## config.mk

```make
export PLATFORM = sky130hd
export DESIGN_NAME = ticket_sale_seq_flat
export DESIGN_NICKNAME = d
export VERILOG_FILES = /design/src/rtl/ticket_sale_seq_if.sv /design/src/rtl/ticket_sale_seq.sv /design/src/flat_wrapper.sv
export SDC_FILE = /design/constraint.sdc
export NUM_CORES = 1
export LEC_CHECK = 0
export ABC_CLOCK_PERIOD_IN_PS = 6300
export CAP_MARGIN = 20
export CORE_UTILIZATION = 47
export DETAILED_ROUTE_END_ITERATION = 6
export DONT_BUFFER_PORTS = 1
export MAX_ROUTING_LAYER = met4
export PLACE_DENSITY = 0.73
export SLEW_MARGIN = 5
export SYNTH_ARGS = -nofsm -noshare
export SYNTH_HDL_FRONTEND = slang
export SYNTH_SLANG_ARGS = --single-unit
```

## constraint.sdc

```tcl
create_clock -name clk -period 6.3 [get_ports clk]
set_input_delay 0.945 -clock clk [delete_from_list [all_inputs] [get_ports clk]]
set_output_delay 0.945 -clock clk [all_outputs]
set_load 0.005 [all_outputs]
```

## src/rtl/ticket_sale_seq_if.sv

```systemverilog
// Signal bundle between the ticket sale sequencer and its coin/keypad sources
// and ticket/change output mechanisms.
interface ticket_sale_seq_if;
    logic       coin_valid;
    logic [7:0] coin_value;
    logic [2:0] ticket_type;
    logic [2:0] ticket_count;
    logic       sure;
    logic       nsure;
    logic       disp_ready;
    logic       change_ack;
    logic       disp_valid;
    logic [2:0] disp_type;
    logic       change_valid;
    logic [7:0] change_amount;
    logic [7:0] money_total;
    logic [7:0] price_total;
    logic       coin_reject;
    logic       err_insufficient;
    logic       sale_done;
    logic       busy;

    modport slave (
        input  coin_valid, coin_value, ticket_type, ticket_count, sure, nsure,
               disp_ready, change_ack,
        output disp_valid, disp_type, change_valid, change_amount, money_total,
               price_total, coin_reject, err_insufficient, sale_done, busy
    );

    modport master (
        output coin_valid, coin_value, ticket_type, ticket_count, sure, nsure,
               disp_ready, change_ack,
        input  disp_valid, disp_type, change_valid, change_amount, money_total,
               price_total, coin_reject, err_insufficient, sale_done, busy
    );
endinterface

```

## src/rtl/ticket_sale_seq.sv

```systemverilog
// Ticket vending session sequencer: collects coins, prices the order, issues
// tickets over valid/ready, then returns change or a refund.
module ticket_sale_seq #(
    parameter int unsigned TIMEOUT_CYCLES = 1000
) (
    input  logic               clk,
    input  logic               rst,
    ticket_sale_seq_if.slave   bus
);
    localparam int unsigned CW = $clog2(TIMEOUT_CYCLES);

    typedef enum logic [1:0] {IDLE, COLLECT, DISPENSE, CHANGE} state_t;

    state_t          state_q, state_d;
    logic [7:0]      money_q, money_d;
    logic [7:0]      change_q, change_d;
    logic [2:0]      remaining_q, remaining_d;
    logic [2:0]      type_q, type_d;
    logic            refund_q, refund_d;
    logic [CW-1:0]   cnt_q, cnt_d;
    logic            coin_reject_q, coin_reject_d;
    logic            err_q, err_d;
    logic            sale_done_q, sale_done_d;

    logic [4:0]      unit;
    logic [7:0]      price;
    logic [8:0]      sum;
    logic            timeout;

    always_comb begin
        unit = 5'd30;
        case (bus.ticket_type)
            3'd0:    unit = 5'd5;
            3'd1:    unit = 5'd10;
            3'd2:    unit = 5'd20;
            default: unit = 5'd30;
        endcase
        price = {3'b0, unit} * {5'b0, bus.ticket_count};
    end

    assign sum = {1'b0, money_q} + {1'b0, bus.coin_value};
    // A coin or sure in the expiry cycle restarts the idle window instead of refunding.
    assign timeout = (cnt_q == CW'(TIMEOUT_CYCLES - 1)) && !bus.coin_valid && !bus.sure;

    always_ff @(posedge clk or posedge rst) begin
        if (rst) begin
            state_q       <= IDLE;
            money_q       <= '0;
            change_q      <= '0;
            remaining_q   <= '0;
            type_q        <= '0;
            refund_q      <= 1'b0;
            cnt_q         <= '0;
            coin_reject_q <= 1'b0;
            err_q         <= 1'b0;
            sale_done_q   <= 1'b0;
        end else begin
            state_q       <= state_d;
            money_q       <= money_d;
            change_q      <= change_d;
            remaining_q   <= remaining_d;
            type_q        <= type_d;
            refund_q      <= refund_d;
            cnt_q         <= cnt_d;
            coin_reject_q <= coin_reject_d;
            err_q         <= err_d;
            sale_done_q   <= sale_done_d;
        end
    end

    always_comb begin
        state_d       = state_q;
        money_d       = money_q;
        change_d      = change_q;
        remaining_d   = remaining_q;
        type_d        = type_q;
        refund_d      = refund_q;
        cnt_d         = cnt_q;
        coin_reject_d = 1'b0;
        err_d         = 1'b0;
        sale_done_d   = 1'b0;
        case (state_q)
            IDLE: begin
                money_d  = '0;
                refund_d = 1'b0;
                if (bus.coin_valid) begin
                    money_d = bus.coin_value;
                    cnt_d   = '0;
                    state_d = COLLECT;
                end
            end
            COLLECT: begin
                if (bus.nsure || timeout) begin
                    change_d      = money_q;
                    refund_d      = 1'b1;
                    coin_reject_d = bus.coin_valid;
                    state_d       = CHANGE;
                end else if (bus.sure && bus.ticket_count != 3'd0 && money_q >= price) begin
                    remaining_d   = bus.ticket_count;
                    type_d        = bus.ticket_type;
                    change_d      = money_q - price;
                    refund_d      = 1'b0;
                    cnt_d         = '0;
                    coin_reject_d = bus.coin_valid;
                    state_d       = DISPENSE;
                end else begin
                    err_d = bus.sure;
                    if (bus.coin_valid || bus.sure) cnt_d = '0;
                    else                            cnt_d = cnt_q + 1'b1;
                    if (bus.coin_valid) begin
                        if (sum[8]) coin_reject_d = 1'b1;
                        else        money_d       = sum[7:0];
                    end
                end
            end
            DISPENSE: begin
                coin_reject_d = bus.coin_valid;
                if (bus.disp_ready) begin
                    remaining_d = remaining_q - 3'd1;
                    if (remaining_q == 3'd1) state_d = CHANGE;
                end
            end
            CHANGE: begin
                coin_reject_d = bus.coin_valid;
                if (change_q == 8'd0 || bus.change_ack) begin
                    money_d     = '0;
                    change_d    = '0;
                    sale_done_d = !refund_q;
                    state_d     = IDLE;
                end
            end
            default: state_d = IDLE;
        endcase
    end

    always_comb begin
        bus.disp_valid       = (state_q == DISPENSE);
        bus.disp_type        = type_q;
        bus.change_valid     = (state_q == CHANGE) && (change_q != 8'd0);
        bus.change_amount    = change_q;
        bus.money_total      = money_q;
        bus.price_total      = price;
        bus.coin_reject      = coin_reject_q;
        bus.err_insufficient = err_q;
        bus.sale_done        = sale_done_q;
        bus.busy             = (state_q != IDLE);
    end
endmodule

```

## src/flat_wrapper.sv

```systemverilog
// flat-port wrapper written by rule: the top's interface ports become plain ports
module ticket_sale_seq_flat 
#(
    parameter int unsigned TIMEOUT_CYCLES = 1000
)
  (clk, rst, bus_coin_valid, bus_coin_value, bus_ticket_type, bus_ticket_count, bus_sure, bus_nsure, bus_disp_ready, bus_change_ack, bus_disp_valid, bus_disp_type, bus_change_valid, bus_change_amount, bus_money_total, bus_price_total, bus_coin_reject, bus_err_insufficient, bus_sale_done, bus_busy);
  ticket_sale_seq_if bus_i ();
  input  logic clk;
  input  logic rst;
  input wire logic [$bits(bus_i.coin_valid)-1:0] bus_coin_valid;
  input wire logic [$bits(bus_i.coin_value)-1:0] bus_coin_value;
  input wire logic [$bits(bus_i.ticket_type)-1:0] bus_ticket_type;
  input wire logic [$bits(bus_i.ticket_count)-1:0] bus_ticket_count;
  input wire logic [$bits(bus_i.sure)-1:0] bus_sure;
  input wire logic [$bits(bus_i.nsure)-1:0] bus_nsure;
  input wire logic [$bits(bus_i.disp_ready)-1:0] bus_disp_ready;
  input wire logic [$bits(bus_i.change_ack)-1:0] bus_change_ack;
  output wire logic [$bits(bus_i.disp_valid)-1:0] bus_disp_valid;
  output wire logic [$bits(bus_i.disp_type)-1:0] bus_disp_type;
  output wire logic [$bits(bus_i.change_valid)-1:0] bus_change_valid;
  output wire logic [$bits(bus_i.change_amount)-1:0] bus_change_amount;
  output wire logic [$bits(bus_i.money_total)-1:0] bus_money_total;
  output wire logic [$bits(bus_i.price_total)-1:0] bus_price_total;
  output wire logic [$bits(bus_i.coin_reject)-1:0] bus_coin_reject;
  output wire logic [$bits(bus_i.err_insufficient)-1:0] bus_err_insufficient;
  output wire logic [$bits(bus_i.sale_done)-1:0] bus_sale_done;
  output wire logic [$bits(bus_i.busy)-1:0] bus_busy;
  assign bus_i.coin_valid = bus_coin_valid;
  assign bus_i.coin_value = bus_coin_value;
  assign bus_i.ticket_type = bus_ticket_type;
  assign bus_i.ticket_count = bus_ticket_count;
  assign bus_i.sure = bus_sure;
  assign bus_i.nsure = bus_nsure;
  assign bus_i.disp_ready = bus_disp_ready;
  assign bus_i.change_ack = bus_change_ack;
  assign bus_disp_valid = bus_i.disp_valid;
  assign bus_disp_type = bus_i.disp_type;
  assign bus_change_valid = bus_i.change_valid;
  assign bus_change_amount = bus_i.change_amount;
  assign bus_money_total = bus_i.money_total;
  assign bus_price_total = bus_i.price_total;
  assign bus_coin_reject = bus_i.coin_reject;
  assign bus_err_insufficient = bus_i.err_insufficient;
  assign bus_sale_done = bus_i.sale_done;
  assign bus_busy = bus_i.busy;
  ticket_sale_seq #(.TIMEOUT_CYCLES(TIMEOUT_CYCLES)) u_core (.clk(clk), .rst(rst), .bus(bus_i));
endmodule
```

==> results of run 1 <==
-- through the flow --
step	hold WS (ns)	util, %
floorplan	0.4312	-
global placement	0.4651	49.74
detailed placement	0.4686	49.74
CTS	0.4845	51.92
global route	0.5195	51.92
finish	0.4791	51.92
-- Yosys cell counts, drive strengths merged (5+ instances only) --
cell and n:
dfrtp 38, o21ai 33, nor2 31, ha 28
inv 28, nand2 27, a21oi 16, mux2 9
xnor2 9, and3 8, mux2i 8, a21o 7
clkbuf 7, nand2b 7, fa 6, o31ai 6
a31oi 5, or3 5, xor2 5
-- routing by layer --
layer	vias up	GRT usage, %	routed length (µm)
met5	-	-	0
met2	85	36.89	3410
met1	1208	26.71	3113
met4	0	7.524	123
li1	1236	-	-
met3	11	5.169	512
-- worst paths after layout --
| path | start | endpoint | cells past startpoint |
|---|---|---|---|
| min in group asynchronous | rst | u_core.cnt_q[2]$_DFFE_PP0P_ | 2 |
| worst max-delay path | bus_ticket_type[2] | u_core.bus.money_total[7]$_DFFE_PP0P_ | 15 |
| worst min-delay path | u_core.refund_q$_DFFE_PP0P_ | u_core.bus.sale_done$_DFF_PP0_ | 1 |
| worst max register to register | u_core.bus.money_total[0]$_DFFE_PP0P_ | u_core.bus.money_total[7]$_DFFE_PP0P_ | 11 |
| worst min register to register | u_core.refund_q$_DFFE_PP0P_ | u_core.bus.sale_done$_DFF_PP0_ | 1 |
| max in group asynchronous | rst | u_core.bus.change_amount[1]$_DFFE_PP0P_ | 2 |
-- worst register-to-register path, delay by kind of cell (launching register included) --
| family | cells | cell delay [ns] |
|---|---|---|
| buf+inv | 1 | 0.09 |
| simple gates | 2 | 0.55 |
| flops | 1 | 0.43 |
| fa+ha+maj | 3 | 0.93 |
| compound gates | 4 | 0.84 |
| mux | 1 | 0.39 |
-- sequential cells by signal, summed over array words and instances, names as in the netlist --
register	count
u_core.bus.sale_done	1
u_core.bus.change_amount	8
u_core.bus.coin_reject	1
u_core.bus.err_insufficient	1
u_core.bus.money_total	8
u_core.state_q	2
u_core.bus.disp_type	3
u_core.cnt_q	10
u_core.remaining_q	3
u_core.refund_q	1
-- final cells by class --
| type | instances | area, µm² |
|---|---|---|
| clock buffer | 5 | 68.82 |
| multi-input combinational | 268 | 1973 |
| inverter | 28 | 105.1 |
| tap | 77 | 96.34 |
| timing repair buffer | 2 | 15.01 |
| fill | 605 | 3035 |
| clock inverter | 3 | 68.82 |
| sequential | 38 | 950.9 |
-- cells by family (layout without fill, tap and decap cells) --
logic type,count (synthesis),after routing
compound gates,96,96
buf+inv,37,38
mux,17,17
fa+ha+maj,37,37
flops,38,38
xor+xnor,14,14
simple gates,104,104
-- where the power goes --
part	switching [mW]	leakage [nW]	total, mW	internal [mW]
Sequential	0.101	0.499	0.422	0.322
Clock	0.0958	0.0683	0.254	0.159
Combinational	0.453	0.996	0.811	0.358
Total	0.650	1.56	1.49	0.838
==> flow_summary.yaml, run 1 <==
global_route:
  grt_pass1_wl_mm: 12.00
  antenna_found_initial: 0
  grt.total_usage_pct: 22.26
  grt.overflow.total: 0
  grt_max_degree: 39
  grt_pass1_vias: 2505
cts:
  numCtsBuffers: 5
  cts_tree: "built"
  postCtsHoldBufs: 0
  cts.sinks: 38
  root_buffer: "clkbuf_8"
  cts_resized: 0
  clockBufferDepth: 2
  cts.reportedPaths.clkPinSlew_ns: 0.08
  postCtsSetupRepairBufs: 0
  ctsHtreeMaxLevel: 2
  clkLatencyLatePin_ns: 0.30
pwr:
  finalPower_mw: 1.488
  leakage_nw: 1.563
  powerDensity_mw_per_mm2: 453.8
  ir_drop_mv: 0.2251
place:
  hpwl_mm: 5.596
  dp_cells: 413
  portBuffers: 0
  place_area_mm2: 0.003141
  dp_worst_setup_slack_ns: 1.115
  place_congestion: 0.8831
sta:
  hold_viol_final: 0
  worst_slew_pin_slew_ns: 0.8290
  clock.fmax_mhz: 204.8
  fin_skew_ns: 0.007171
  setup_viol: 0
  finalSetupTns_ns: 0
  fin_crit_sh_pct: 77.49
  finalWorstSetupSlack_ns: 1.418
  slew_headroom_pct: 44.49
  grt_setup_unrepaired: "no"
  slew_viol_final: 0
  min_period_ns: 4.882
drt:
  detail_route.wl_per_cell_um: 17.00
  drc: 0
  drt_first_pass_iters: 5
  via_count: 2540
  first_iter_violations: 151
  antenna_left: 0
  wl_mm: 7.159
  avgViaCountPerCell: 6.033
yosys:
  synth_xor_area_share_pct: 4.481
  synth_top_family_by_area: "compound AO/OA/AOI/OAI gates"
  synth_ff_type: "dfrtp_1"
  synth.top_cell.area_share_pct: 30.96
  yosys-top-cells-area: "dfrtp_1 (31%), ha_1 (11%), o21ai_0 (5.1%)"
  synthAdderAreaFrac_pct: 16.33
  syn_area_mm2: 0.003072
  synth_edf_count: 0
  syn_avg_cell_area_um2: 8.955
  synth_top_area_cell: "dfrtp_1"
  synthesis.instances: 343
  synth-seq-area-share_pct: 30.96
  synth-compound-area-share_pct: 20.65
  yosysUniqueCellTypes: 57
  syn_nets: 398
  ys_ff_latch: 38
  synth_simple_gate_area_share_pct: 16.86
  async_flop_share_pct: 100.0
  synth.area.mux_share_pct: 5.906
  yosysWarningCount: 0
floorplan:
  die_w_um: 82.84
  die-area_mm2: 0.006862
  die_y_um: 82.84
  io_pins: 54
  rows: 29
  core-area_mm2: 0.006314
  initial_utilization_pct: 48.65
critical_path:
  critPathTopFamily: "adder cells"
  crit_path_max_fanout: 8
  path_buf_inv: 1
  cp_data_arrival_time_ns: 5.07
  slowest_delay_ns: 0.55
  critPathLaunchType: "input port"
  end_kind: "flip-flop"
  crit_chain: "nor2_1 -> a21oi_1 -> fa_1 -> ha_1 -> fa_1 -> inv_1 -> ha_1 -> o21a_1 -> o31a_1 -> a311oi_1 -> maj3_2 -> a221o_2 -> a31oi_1 -> or3_1 -> mux2_2"
  path_class: "input port to flip-flop"
  reg2reg_setup_slack_ns: 2.96
  crit_required_ns: 6.49
  crit_slowest_cell: "fa_1"
hold_path:
  hold_path.class: "flip-flop to flip-flop"
layout:
  drive_above_1_share_pct: 8.140
  final_common_cell: "dfrtp_1"
  syn_to_final_growth_pct: 6.721
  layout_common_cells: "dfrtp_1 (38), nor2_1 (31), o21ai_0 (31)"
  fin_area_mm2: 0.003278
  nets: 398
  fin_cells: 421
  antennaDiodeCount: 0
job:
  max_cap_viol_count: 0
status:
  outcome: "complete, no violations"
Note: power is estimated with default switching activity, not from simulation.
==> inputs of run 2 (changes only) <==
--- a/config.mk
+++ b/config.mk
@@ -5,13 +5,13 @@
 export SDC_FILE = /design/constraint.sdc
 export NUM_CORES = 1
 export LEC_CHECK = 0
-export ABC_CLOCK_PERIOD_IN_PS = 6300
+export ABC_CLOCK_PERIOD_IN_PS = 4350
 export CAP_MARGIN = 20
 export CORE_UTILIZATION = 47
 export DETAILED_ROUTE_END_ITERATION = 6
 export DONT_BUFFER_PORTS = 1
 export MAX_ROUTING_LAYER = met4
-export PLACE_DENSITY = 0.73
+export PLACE_DENSITY = 0.75
 export SLEW_MARGIN = 5
 export SYNTH_ARGS = -nofsm -noshare
 export SYNTH_HDL_FRONTEND = slang
==> constraint.sdc (replaced) <==
create_clock -name clk -period 4.35 [get_ports clk]
set_input_delay 0.6525 -clock clk [delete_from_list [all_inputs] [get_ports clk]]
set_output_delay 0.6525 -clock clk [all_outputs]
set_load 0.005 [all_outputs]
==> run 2 against run 1 <==
Against the previous run:
- clock skew up 0.0021 ns
- sequential power rose by 43%
- count of clock-buffer cells in the layout is 1 higher
- cell count is 3.6% higher
- sequential cell count unchanged
- critical path type unchanged
- critical endpoint is now u_core.remaining_q[0]$_DFFE_PP0P_
==> flow_summary.yaml, run 2 (synthesis gave the netlist of run 1 again) <==
status:
  outcome: "complete, no violations"
drt:
  via_count: 2583
  drc: 0
  first_iter_violations: 157
  wl_mm: 7.002
  avgViaCountPerCell: 5.924
  detail_route.wl_per_cell_um: 16.06
  antenna_left: 0
  drt_first_pass_iters: 4
cts:
  clkLatencyLatePin_ns: 0.30
  numCtsBuffers: 5
  ctsHtreeMaxLevel: 2
  cts.sinks: 38
  cts_tree: "built"
  clockBufferDepth: 2
  cts.reportedPaths.clkPinSlew_ns: 0.08
  postCtsHoldBufs: 0
  root_buffer: "clkbuf_8"
layout:
  nFillCells: 572
  nets: 413
  utilization_pct: 53.71
  final_common_cell: "dfrtp_1"
  antennaDiodeCount: 0
  layout_common_cells: "dfrtp_1 (38), o21ai_0 (31), nor2_1 (30)"
  fin_cells: 436
  top_register: "u_core.cnt_q"
  syn_to_final_growth_pct: 10.39
  largest_reg_flops: 10
  drive_above_1_share_pct: 14.48
floorplan:
  die_w_um: 82.84
  io_pins: 54
  die-area_mm2: 0.006862
  core-area_mm2: 0.006314
  initial_utilization_pct: 48.65
  die_y_um: 82.84
  rows: 29
sta:
  min_period_ns: 4.162
  fin_crit_sh_pct: 95.67
  fin_skew_ns: 0.009319
  slew_viol_final: 0
  clock.fmax_mhz: 240.3
  worst_slew_pin_slew_ns: 1.031
  grt_setup_unrepaired: "yes"
  setup_viol: 0
  slew_headroom_pct: 31.02
  hold_viol_final: 0
critical_path:
  crit_path_max_fanout: 7
  reg2reg_setup_slack_ns: 1.19
  rr_startpoint: "u_core.bus.money_total[0]$_DFFE_PP0P_"
  cp-endpoint: "u_core.remaining_q[0]$_DFFE_PP0P_"
  end_kind: "flip-flop"
  r2r-end: "u_core.remaining_q[0]$_DFFE_PP0P_"
  crit_required_ns: 4.54
  crit_path_start: "bus_ticket_type[2]"
  cp_data_arrival_time_ns: 4.35
  critPathLaunchType: "input port"
  reg2reg_depth: 10
  path_class: "input port to flip-flop"
job:
  max_cap_viol_count: 0
place:
  hpwl_mm: 5.449
  dp_cells: 428
  portBuffers: 0
  place_congestion: 0.8527
pwr:
  ir_drop_mv: 0.2740
  leakage_nw: 1.615
  powerDensity_mw_per_mm2: 631.9
global_route:
  grt_pass1_vias: 2483
  grt.overflow.total: 0
  grt_pass1_wl_mm: 11.92
  grt_max_degree: 39
  antenna_found_initial: 0
  grt.total_usage_pct: 22.05
hold_path:
  hold_path.class: "input port to asynchronous set/reset pin"
==> run 2: final cells by class <==
type                            instances  area (µm²)  area share, %
Clock inverter                          2       12.51         0.3690
Inverter                               28       105.1          3.100
Clock buffer                            6       82.58          2.435
Tap cell                               77       96.34          2.841
Sequential cell                        38       950.9          28.04
Multi-Input combinational cell        268        2016          59.45
Timing Repair Buffer                   17       127.6          3.764
==> run 2: layer usage <==
metal / vias up / GRT usage, % / wire, µm
met5: - / - / 0
met4: 0 / 6.583 / 91
met3: 9 / 4.672 / 436
met2: 76 / 32.41 / 3111
met1: 1237 / 30.67 / 3362
li1: 1261 / - / -
==> run 2: worst min path at each step <==
stage                                      from  cells past startpoint  slack (ns)                                to
floorplan           u_core.refund_q$_DFFE_PP0P_                      1        0.43    u_core.bus.sale_done$_DFF_PP0_
global placement    u_core.refund_q$_DFFE_PP0P_                      1        0.45    u_core.bus.sale_done$_DFF_PP0_
detailed placement  u_core.refund_q$_DFFE_PP0P_                      1        0.46    u_core.bus.sale_done$_DFF_PP0_
CTS                                         rst                      2        0.37       u_core.cnt_q[0]$_DFFE_PP0P_
global route                                rst                      2        0.39  u_core.bus.coin_reject$_DFF_PP0_
finish                                      rst                      2        0.35       u_core.cnt_q[3]$_DFFE_PP0P_
==> run 2: where the power goes <==
group,switching (mW),internal (mW)
combinational,0.677,0.599
clock,0.137,0.128
sequential,0.136,0.466
total,0.950,1.19
==> run 2: worst max-delay path, cell delays in order <==
cell      delay [ns]
nor3_4          0.18
and2_4          0.17
fa_1            0.42
ha_2            0.21
fa_2            0.34
xnor2_1         0.16
ha_1            0.33
o21a_1          0.16
o31a_1          0.16
a311oi_1        0.07
maj3_2          0.32
a221o_2         0.36
or3_1           0.45
a311o_1         0.39
==> run 2: repair_timing <==
item / in CTS / in global routing
endpoints found under the setup margin: 0 / 10
setup buffers: 0 / 0
gates resized for setup: 0 / 2
==> run 2: metrics by stage <==
step / setup WS [ns] / power (mW) / hold slack, ns / cell area, µm² / setup TNS, ns
finish: 0.1882 / 2.143 / 0.3527 / 3391 / 0
global route: -0.002531 / 2.327 / 0.3926 / 3391 / -0.002531
detailed placement: -0.1478 / 1.857 / 0.4616 / 3287 / -1.381
global placement: -0.01759 / 1.816 / 0.4543 / 3287 / -0.1112
floorplan: -0.01533 / 1.552 / 0.4312 / 3108 / -0.03066
CTS: 0.1548 / 2.126 / 0.3720 / 3382 / 0
